--- config.mk ---
export PLATFORM = sky130hd
export DESIGN_NAME = fetch_stage_flat
export DESIGN_NICKNAME = d
export VERILOG_FILES = /design/src/rtl/fetch_stage_if.sv /design/src/rtl/fetch_stage.sv /design/src/flat_wrapper.sv
export SDC_FILE = /design/constraint.sdc
export NUM_CORES = 1
export LEC_CHECK = 0
export BUFFER_PORTS_ARGS = -buffer_cell sky130_fd_sc_hd__buf_2
export CAP_MARGIN = 25
export CORE_MARGIN = 2
export CORE_UTILIZATION = 53
export CTS_BUF_LIST = sky130_fd_sc_hd__clkbuf_8
export DETAILED_ROUTE_END_ITERATION = 10
export PLACE_DENSITY = 0.78
export SLEW_MARGIN = 20
export SYNTH_ARGS = -nofsm -noshare
export SYNTH_HDL_FRONTEND = slang
export SYNTH_SLANG_ARGS = --single-unit
--- constraint.sdc ---
create_clock -name clk -period 3.2 [get_ports clk]
set_input_delay 0.16 -clock clk [delete_from_list [all_inputs] [get_ports clk]]
set_output_delay 0.16 -clock clk [all_outputs]
set_load 0.03 [all_outputs]
--- src/rtl/fetch_stage_if.sv ---
// Fetch-stage bundle: instruction-memory request/response, execute redirect and decode handoff.
// master = fetch stage, slave = memory/execute/decode environment.
interface fetch_stage_if;
    logic        imem_req;
    logic [31:0] imem_addr;
    logic        imem_gnt;
    logic        imem_rvalid;
    logic [31:0] imem_rdata;
    logic        redirect;
    logic [31:0] redirect_pc;
    logic        instr_ready;
    logic        instr_valid;
    logic [31:0] instr;
    logic [6:0]  op;
    logic [31:0] instr_pc;
    logic        misalign;

    modport master (
        output imem_req, imem_addr, instr_valid, instr, op, instr_pc, misalign,
        input  imem_gnt, imem_rvalid, imem_rdata, redirect, redirect_pc, instr_ready
    );

    modport slave (
        input  imem_req, imem_addr, instr_valid, instr, op, instr_pc, misalign,
        output imem_gnt, imem_rvalid, imem_rdata, redirect, redirect_pc, instr_ready
    );
endinterface

--- src/rtl/fetch_stage.sv ---
// Instruction fetch: one outstanding imem request feeding a 2-entry {pc, instr} buffer.
// Define FETCH_MISALIGN_TRAP_EN to trap (halt) on misaligned redirect targets.
module fetch_stage #(
    parameter logic [31:0] RESET_PC = 32'h0000_0000
) (
    input logic           clk,
    input logic           rst,
    fetch_stage_if.master bus
);
    typedef enum logic [1:0] {IDLE, REQ, WAIT, HALT} stateT;

    stateT       state, stateNext;
    logic        imemReq;
    logic [31:0] fetchPc;
    logic [31:0] reqPc;
    logic        kill;
    logic [1:0]  count, occNext;
    logic [31:0] headPc, headInstr, tailPc, tailInstr;
    logic        pop, granted, arrive, push, trap;
    logic [31:0] targetPc;

`ifdef FETCH_MISALIGN_TRAP_EN
    logic misalignQ;
    assign trap     = bus.redirect && (bus.redirect_pc[1:0] != 2'b00) && (state != HALT);
    assign targetPc = bus.redirect_pc;
    assign bus.misalign = misalignQ;
`else
    logic unusedPcBits;
    assign unusedPcBits = ^bus.redirect_pc[1:0];
    assign trap         = 1'b0;
    assign targetPc     = {bus.redirect_pc[31:2], 2'b00};
    assign bus.misalign = 1'b0;
`endif

    assign bus.imem_req    = imemReq;
    assign bus.imem_addr   = fetchPc;
    assign bus.instr_valid = (count != 2'd0);
    assign bus.instr       = headInstr;
    assign bus.op          = headInstr[6:0];
    assign bus.instr_pc    = headPc;

    always_comb begin
        pop     = (count != 2'd0) && bus.instr_ready;
        granted = imemReq && bus.imem_gnt;
        arrive  = (state == WAIT) && bus.imem_rvalid;
        push    = arrive && !kill && !bus.redirect;
        if (bus.redirect) occNext = '0;
        else              occNext = count + {1'b0, push} - {1'b0, pop};

        // Occupancy after this cycle gates the next request, so at most one is ever in flight.
        stateNext = state;
        unique case (state)
            IDLE:    if (occNext < 2'd2) stateNext = REQ;
            REQ:     if (granted) stateNext = WAIT;
            WAIT:    if (arrive) stateNext = (occNext < 2'd2) ? REQ : IDLE;
            HALT:    stateNext = HALT;
            default: stateNext = IDLE;
        endcase
        if (trap) stateNext = HALT;
    end

    always_ff @(posedge clk) begin
        if (rst) begin
            state     <= IDLE;
            imemReq   <= 1'b0;
            fetchPc   <= RESET_PC;
            reqPc     <= '0;
            kill      <= 1'b0;
            count     <= '0;
            headPc    <= '0;
            headInstr <= '0;
            tailPc    <= '0;
            tailInstr <= '0;
`ifdef FETCH_MISALIGN_TRAP_EN
            misalignQ <= 1'b0;
`endif
        end else begin
            state   <= stateNext;
            imemReq <= (stateNext == REQ);
            count   <= occNext;

            if (bus.redirect && state != HALT) fetchPc <= targetPc;
            else if (granted)                  fetchPc <= fetchPc + 32'd4;
            if (granted) reqPc <= fetchPc;

            // A response still owed to the old stream must be swallowed when it arrives.
            if (trap)
                kill <= 1'b0;
            else if (bus.redirect && state != HALT)
                kill <= granted || ((state == WAIT) && !arrive);
            else if (arrive)
                kill <= 1'b0;

            if (!bus.redirect) begin
                if (pop && push) begin
                    if (count == 2'd1) begin
                        headPc    <= reqPc;
                        headInstr <= bus.imem_rdata;
                    end else begin
                        headPc    <= tailPc;
                        headInstr <= tailInstr;
                        tailPc    <= reqPc;
                        tailInstr <= bus.imem_rdata;
                    end
                end else if (pop) begin
                    headPc    <= tailPc;
                    headInstr <= tailInstr;
                end else if (push) begin
                    if (count == 2'd0) begin
                        headPc    <= reqPc;
                        headInstr <= bus.imem_rdata;
                    end else begin
                        tailPc    <= reqPc;
                        tailInstr <= bus.imem_rdata;
                    end
                end
            end
`ifdef FETCH_MISALIGN_TRAP_EN
            if (trap) misalignQ <= 1'b1;
`endif
        end
    end
endmodule

--- src/flat_wrapper.sv ---
// flat-port wrapper written by rule: the top's interface ports become plain ports
module fetch_stage_flat 
#(
    parameter logic [31:0] RESET_PC = 32'h0000_0000
)
  (clk, rst, bus_imem_req, bus_imem_addr, bus_instr_valid, bus_instr, bus_op, bus_instr_pc, bus_misalign, bus_imem_gnt, bus_imem_rvalid, bus_imem_rdata, bus_redirect, bus_redirect_pc, bus_instr_ready);
  fetch_stage_if bus_i ();
  input logic clk;
  input logic rst;
  output wire logic [$bits(bus_i.imem_req)-1:0] bus_imem_req;
  output wire logic [$bits(bus_i.imem_addr)-1:0] bus_imem_addr;
  output wire logic [$bits(bus_i.instr_valid)-1:0] bus_instr_valid;
  output wire logic [$bits(bus_i.instr)-1:0] bus_instr;
  output wire logic [$bits(bus_i.op)-1:0] bus_op;
  output wire logic [$bits(bus_i.instr_pc)-1:0] bus_instr_pc;
  output wire logic [$bits(bus_i.misalign)-1:0] bus_misalign;
  input wire logic [$bits(bus_i.imem_gnt)-1:0] bus_imem_gnt;
  input wire logic [$bits(bus_i.imem_rvalid)-1:0] bus_imem_rvalid;
  input wire logic [$bits(bus_i.imem_rdata)-1:0] bus_imem_rdata;
  input wire logic [$bits(bus_i.redirect)-1:0] bus_redirect;
  input wire logic [$bits(bus_i.redirect_pc)-1:0] bus_redirect_pc;
  input wire logic [$bits(bus_i.instr_ready)-1:0] bus_instr_ready;
  assign bus_imem_req = bus_i.imem_req;
  assign bus_imem_addr = bus_i.imem_addr;
  assign bus_instr_valid = bus_i.instr_valid;
  assign bus_instr = bus_i.instr;
  assign bus_op = bus_i.op;
  assign bus_instr_pc = bus_i.instr_pc;
  assign bus_misalign = bus_i.misalign;
  assign bus_i.imem_gnt = bus_imem_gnt;
  assign bus_i.imem_rvalid = bus_imem_rvalid;
  assign bus_i.imem_rdata = bus_imem_rdata;
  assign bus_i.redirect = bus_redirect;
  assign bus_i.redirect_pc = bus_redirect_pc;
  assign bus_i.instr_ready = bus_instr_ready;
  fetch_stage #(.RESET_PC(RESET_PC)) u_core (.clk(clk), .rst(rst), .bus(bus_i));
endmodule
==> summary.md <==
| Metric | Value |
|---|---|
| Status | finished, final reports clean |
| Chip height | 126 µm |
| CTS tree | done |
| Vias in the first global route | 7012 |
| 1st-iter DRT viols | 657 |
| PostCTS Resize Cnt | 0 |
| Clk Latency, worst-skew pair | approximately 0.47 ns |
| CTS root buf | clkbuf_8 |
| HP Class | in2reg |
| Post-Route WL | between 20000 and 25000 µm |
| #FFs+latches synth | 190 |
| Cells after Synth | ~1.0k |
| Die area | between 15000 and 20000 µm² |
| Final worst path period need | between 2 and 3 ns |
| Sw Ratio | about a quarter |
| Combinational power share | under 10% |
| Final Hold Violating Endpoints | 0 |
| HPWL after DPL | ~13000 µm |
| Antenna-violating nets left | 0 |
| Clock Path Buffers | 2 |
| Final worst path period share | around four fifths |
| CP bufs+invs | 0 |
| Slew Viols, Final | 0 |
| Final setup violating endpoints | 0 |
| Startpoint Class | flip-flop |
| Nets | between 1k and 1.5k |
| Tot GR Track Use | 25.6% |
| Number of iterations in the first detailed-routing pass | 5 |
| Number of flops mapped to enable cells by yosys | 0 |
| Clock power frac | 36.7% |
| First-pass GRT wire length | roughly 34000 µm |
| Starting density of the core | 54.4% |
| Leak | around 0.0036 µW |
| Worst setup EP type | flip-flop |
| Hold path depth | 3 |
| Sw Pwr | between 1000 and 1500 µW |
| Async SR Flop Fraction | 0% |
| Global placement routability congestion | between 0.8 and 0.9 |
| IO Port Bufs | ~170 |
| Die width | 126 µm |
| Setup ws final | approximately 0.69 ns |
| Actual slew at the worst max-slew pin | 0.989 ns |
| Avg Inst Size Synth | between 7 and 8 µm² |
| Stages on worst setup path | 5 |
| CP max-delay cell | or4_1 |
| Post-CTS Setup Repair Bufs | 0 |
| # Max-Cap Violations | 0 |
| Largest net degree at the start of global routing | around 130 |
| Via density | approximately 5.6 |
| Design area | a little under 10000 µm² |
| Hold_buf cts | 62 |
| Area growth from synthesis to layout | 24.3% |
| Grt ovf | 0 |
| Setup TNS | 0 ns |
| Main synth FF type | dfxtp_1 |
| Most common cell on crit path | or4_1 |
| Routed wire per std cell | 15.0 µm |
| Relative max-transition margin | 34.1% |
| RSZ-0062 raised after global routing | no |
| CP delay by family, top | simple AND/OR/NAND/NOR gates |
| Initial antenna violation count | 1 |
| Seq pwr share | 53.4% |
| Fillers | roughly 1.2k |
| TritonCTS Sinks | 190 |
| CORE AREA | roughly 15000 µm² |
| Tot Pwr | between 4000 and 5000 µW |
| Distinct cells, synth | 44 |
| DRC Markers | 0 |
| DR vias | approximately 7.7k |
| DP Worst Slack | 0.701 ns |
| H-tree depth | 4 |
| # IOs | 176 |
| CP arrival | 2.88 ns |
| Register area | between 3000 and 4000 µm² |
| Required @ worst endpoint | about 3.6 ns |
| Crit path max fanout | 18 |
| WS Path Type | reg2reg |
| Worst path max stage delay | just over 0.7 ns |
| Non-filler cells, final | 1378 |
| Layout cells sized above 1 | a little under a fifth |
| Clk_skew | 0.0109 ns |
| CTS Buf Count | 17 |
| Yosys warns | 0 |
| Int Power | 3480 µW |
| Multi-input gate area | ~3700 µm² |
| Placed insts | about 1.3k |
| Crit-path cells | ha_1 -> nand2_1 -> or4_1 -> or4_1 -> a311oi_1 |
| Placed instance area | slightly below 9000 µm² |
| Row cnt | 44 |
| Power density cells | between 400 and 500 nW/µm² |
| Max frequency | about 400 MHz |
| Seq/Total Area, Yosys | around 48% |
| FF-to-FF path depth | 5 |
| Peak VDD IR | ~0.26 mV |
| CTS clk-pin slew, worst paths | ~0.090 ns |
| Netlist area before placement | roughly 7900 µm² |
==> per-layer routing <==
layer  part of all wire (%)  vias to the layer above  GRT usage (%)
li1                       -                     3822              -
met2                     48                      251           43.3
met4                    2.1                        0           9.76
met3                    6.1                       37           6.03
met1                     44                     3606           31.9
met5                      0                        -              0
==> worst reg2reg max path: cells and delay by family, from the launching register on <==
kind,cells,cell delay (ns)
DFF,1,0.49
adders and majority gates,1,0.26
AOI/OAI and AO/OA,1,0.28
and+or+nand+nor,3,1.39
==> logic make-up (layout without fill, tap and decap cells) <==
logic type / Yosys count / after routing / share of synthesized area, %
flip-flops: 190 / 190 / 48.1
buffers and inverters: 102 / 282 / 5.55
XOR/XNOR: 12 / 12 / 1.33
AO/OA/AOI/OAI: 219 / 219 / 19.0
other: 1 / 6 / 0.0474
adder cells (fa/ha/maj): 3 / 3 / 0.474
AND/OR/NAND/NOR: 482 / 482 / 25.5
==> layout by cell type (no fill, tap or decap), types with 3 or more instances in the layout <==
cell type	n
nand2_1	319
dfxtp_1	190
buf_2	167
a21oi_1	96
nor2_1	95
a311oi_1	81
dlygate4sd3_1	62
clkbuf_8	19
or4_1	15
o31ai_1	13
inv_1	11
a211oi_1	11
nand3_1	10
nand4_1	10
buf_4	8
o21ai_0	7
xnor2_1	7
or3_1	6
xor2_1	5
conb_1	5
nor3_1	4
bufinv_16	4
buf_12	4
and4_1	3
o211ai_1	3
nor4_1	3
nor3b_1	3
ha_1	3
clkinv_2	3
==> synth_stat cells, types with 9 or more instances <==
cell type  instances  area, µm²
nand2_1          319       1200
o31ai_1           13       97.6
or4_1             15        113
a21oi_1           96        480
a211oi_1          11       82.6
nand3_1           10       50.1
clkbuf_1          70        263
dfxtp_1          190       3800
nand4_1           10       62.6
a311oi_1          81        709
buf_4             12       90.1
nor2_1            95        357
buf_2              9       45.0
==> per-stage QoR <==
| stage | hold slack [ns] | util, % |
|---|---|---|
| 3_3_place_gp | 0.410 | 60.4 |
| 4_1_cts | 0.00570 | 67.6 |
| 3_5_place_dp | 0.415 | 60.4 |
| 6_report | 0.0373 | 67.7 |
| 5_1_grt | 0.0408 | 67.7 |
| 2_1_floorplan | 0.293 | - |
==> layout make-up <==
class                      instances  area share [%]
antenna                            1          0.0254
clock buffer                      19            2.66
clock inverter                    13            1.74
inverter                           8           0.305
multi-input combinational        721            37.9
sequential                       190            38.7
tap                              184            2.34
timing repair buffer             242            16.3
==> sequential cells by signal, indices dropped and copies added (netlist names) <==
signal                count
u_core.kill               1
u_core.tailInstr         32
u_core.count              2
u_core.bus.imem_req       1
u_core.tailPc            30
u_core.bus.instr_pc      30
u_core.bus.instr         32
u_core.bus.imem_addr     30
u_core.reqPc             30
u_core.state              2
==> power groups by stage <==
stage                     clock network [µW]  logic [µW]  registers (µW)
after floorplan                            0         191            2610
after global placement                     0         398            2540
after detailed placement                   0         401            2550
after CTS                               1730         461            2490
after global routing                    1830         504            2500
final                                   1720         465            2490
==> path summary, 6_finish.rpt <==
path | start | slack, ns | to
worst max-delay path | u_core.bus.imem_addr[3] | 0.69 | u_core.bus.imem_addr[22]
worst min-delay path | bus_imem_gnt | 0.04 | u_core.reqPc[9]
worst max register to register | u_core.bus.imem_addr[3] | 0.69 | u_core.bus.imem_addr[22]
worst min register to register | u_core.tailInstr[17] | 0.46 | u_core.tailInstr[17]
No activity file was read; power rests on OpenSTA's default activity.
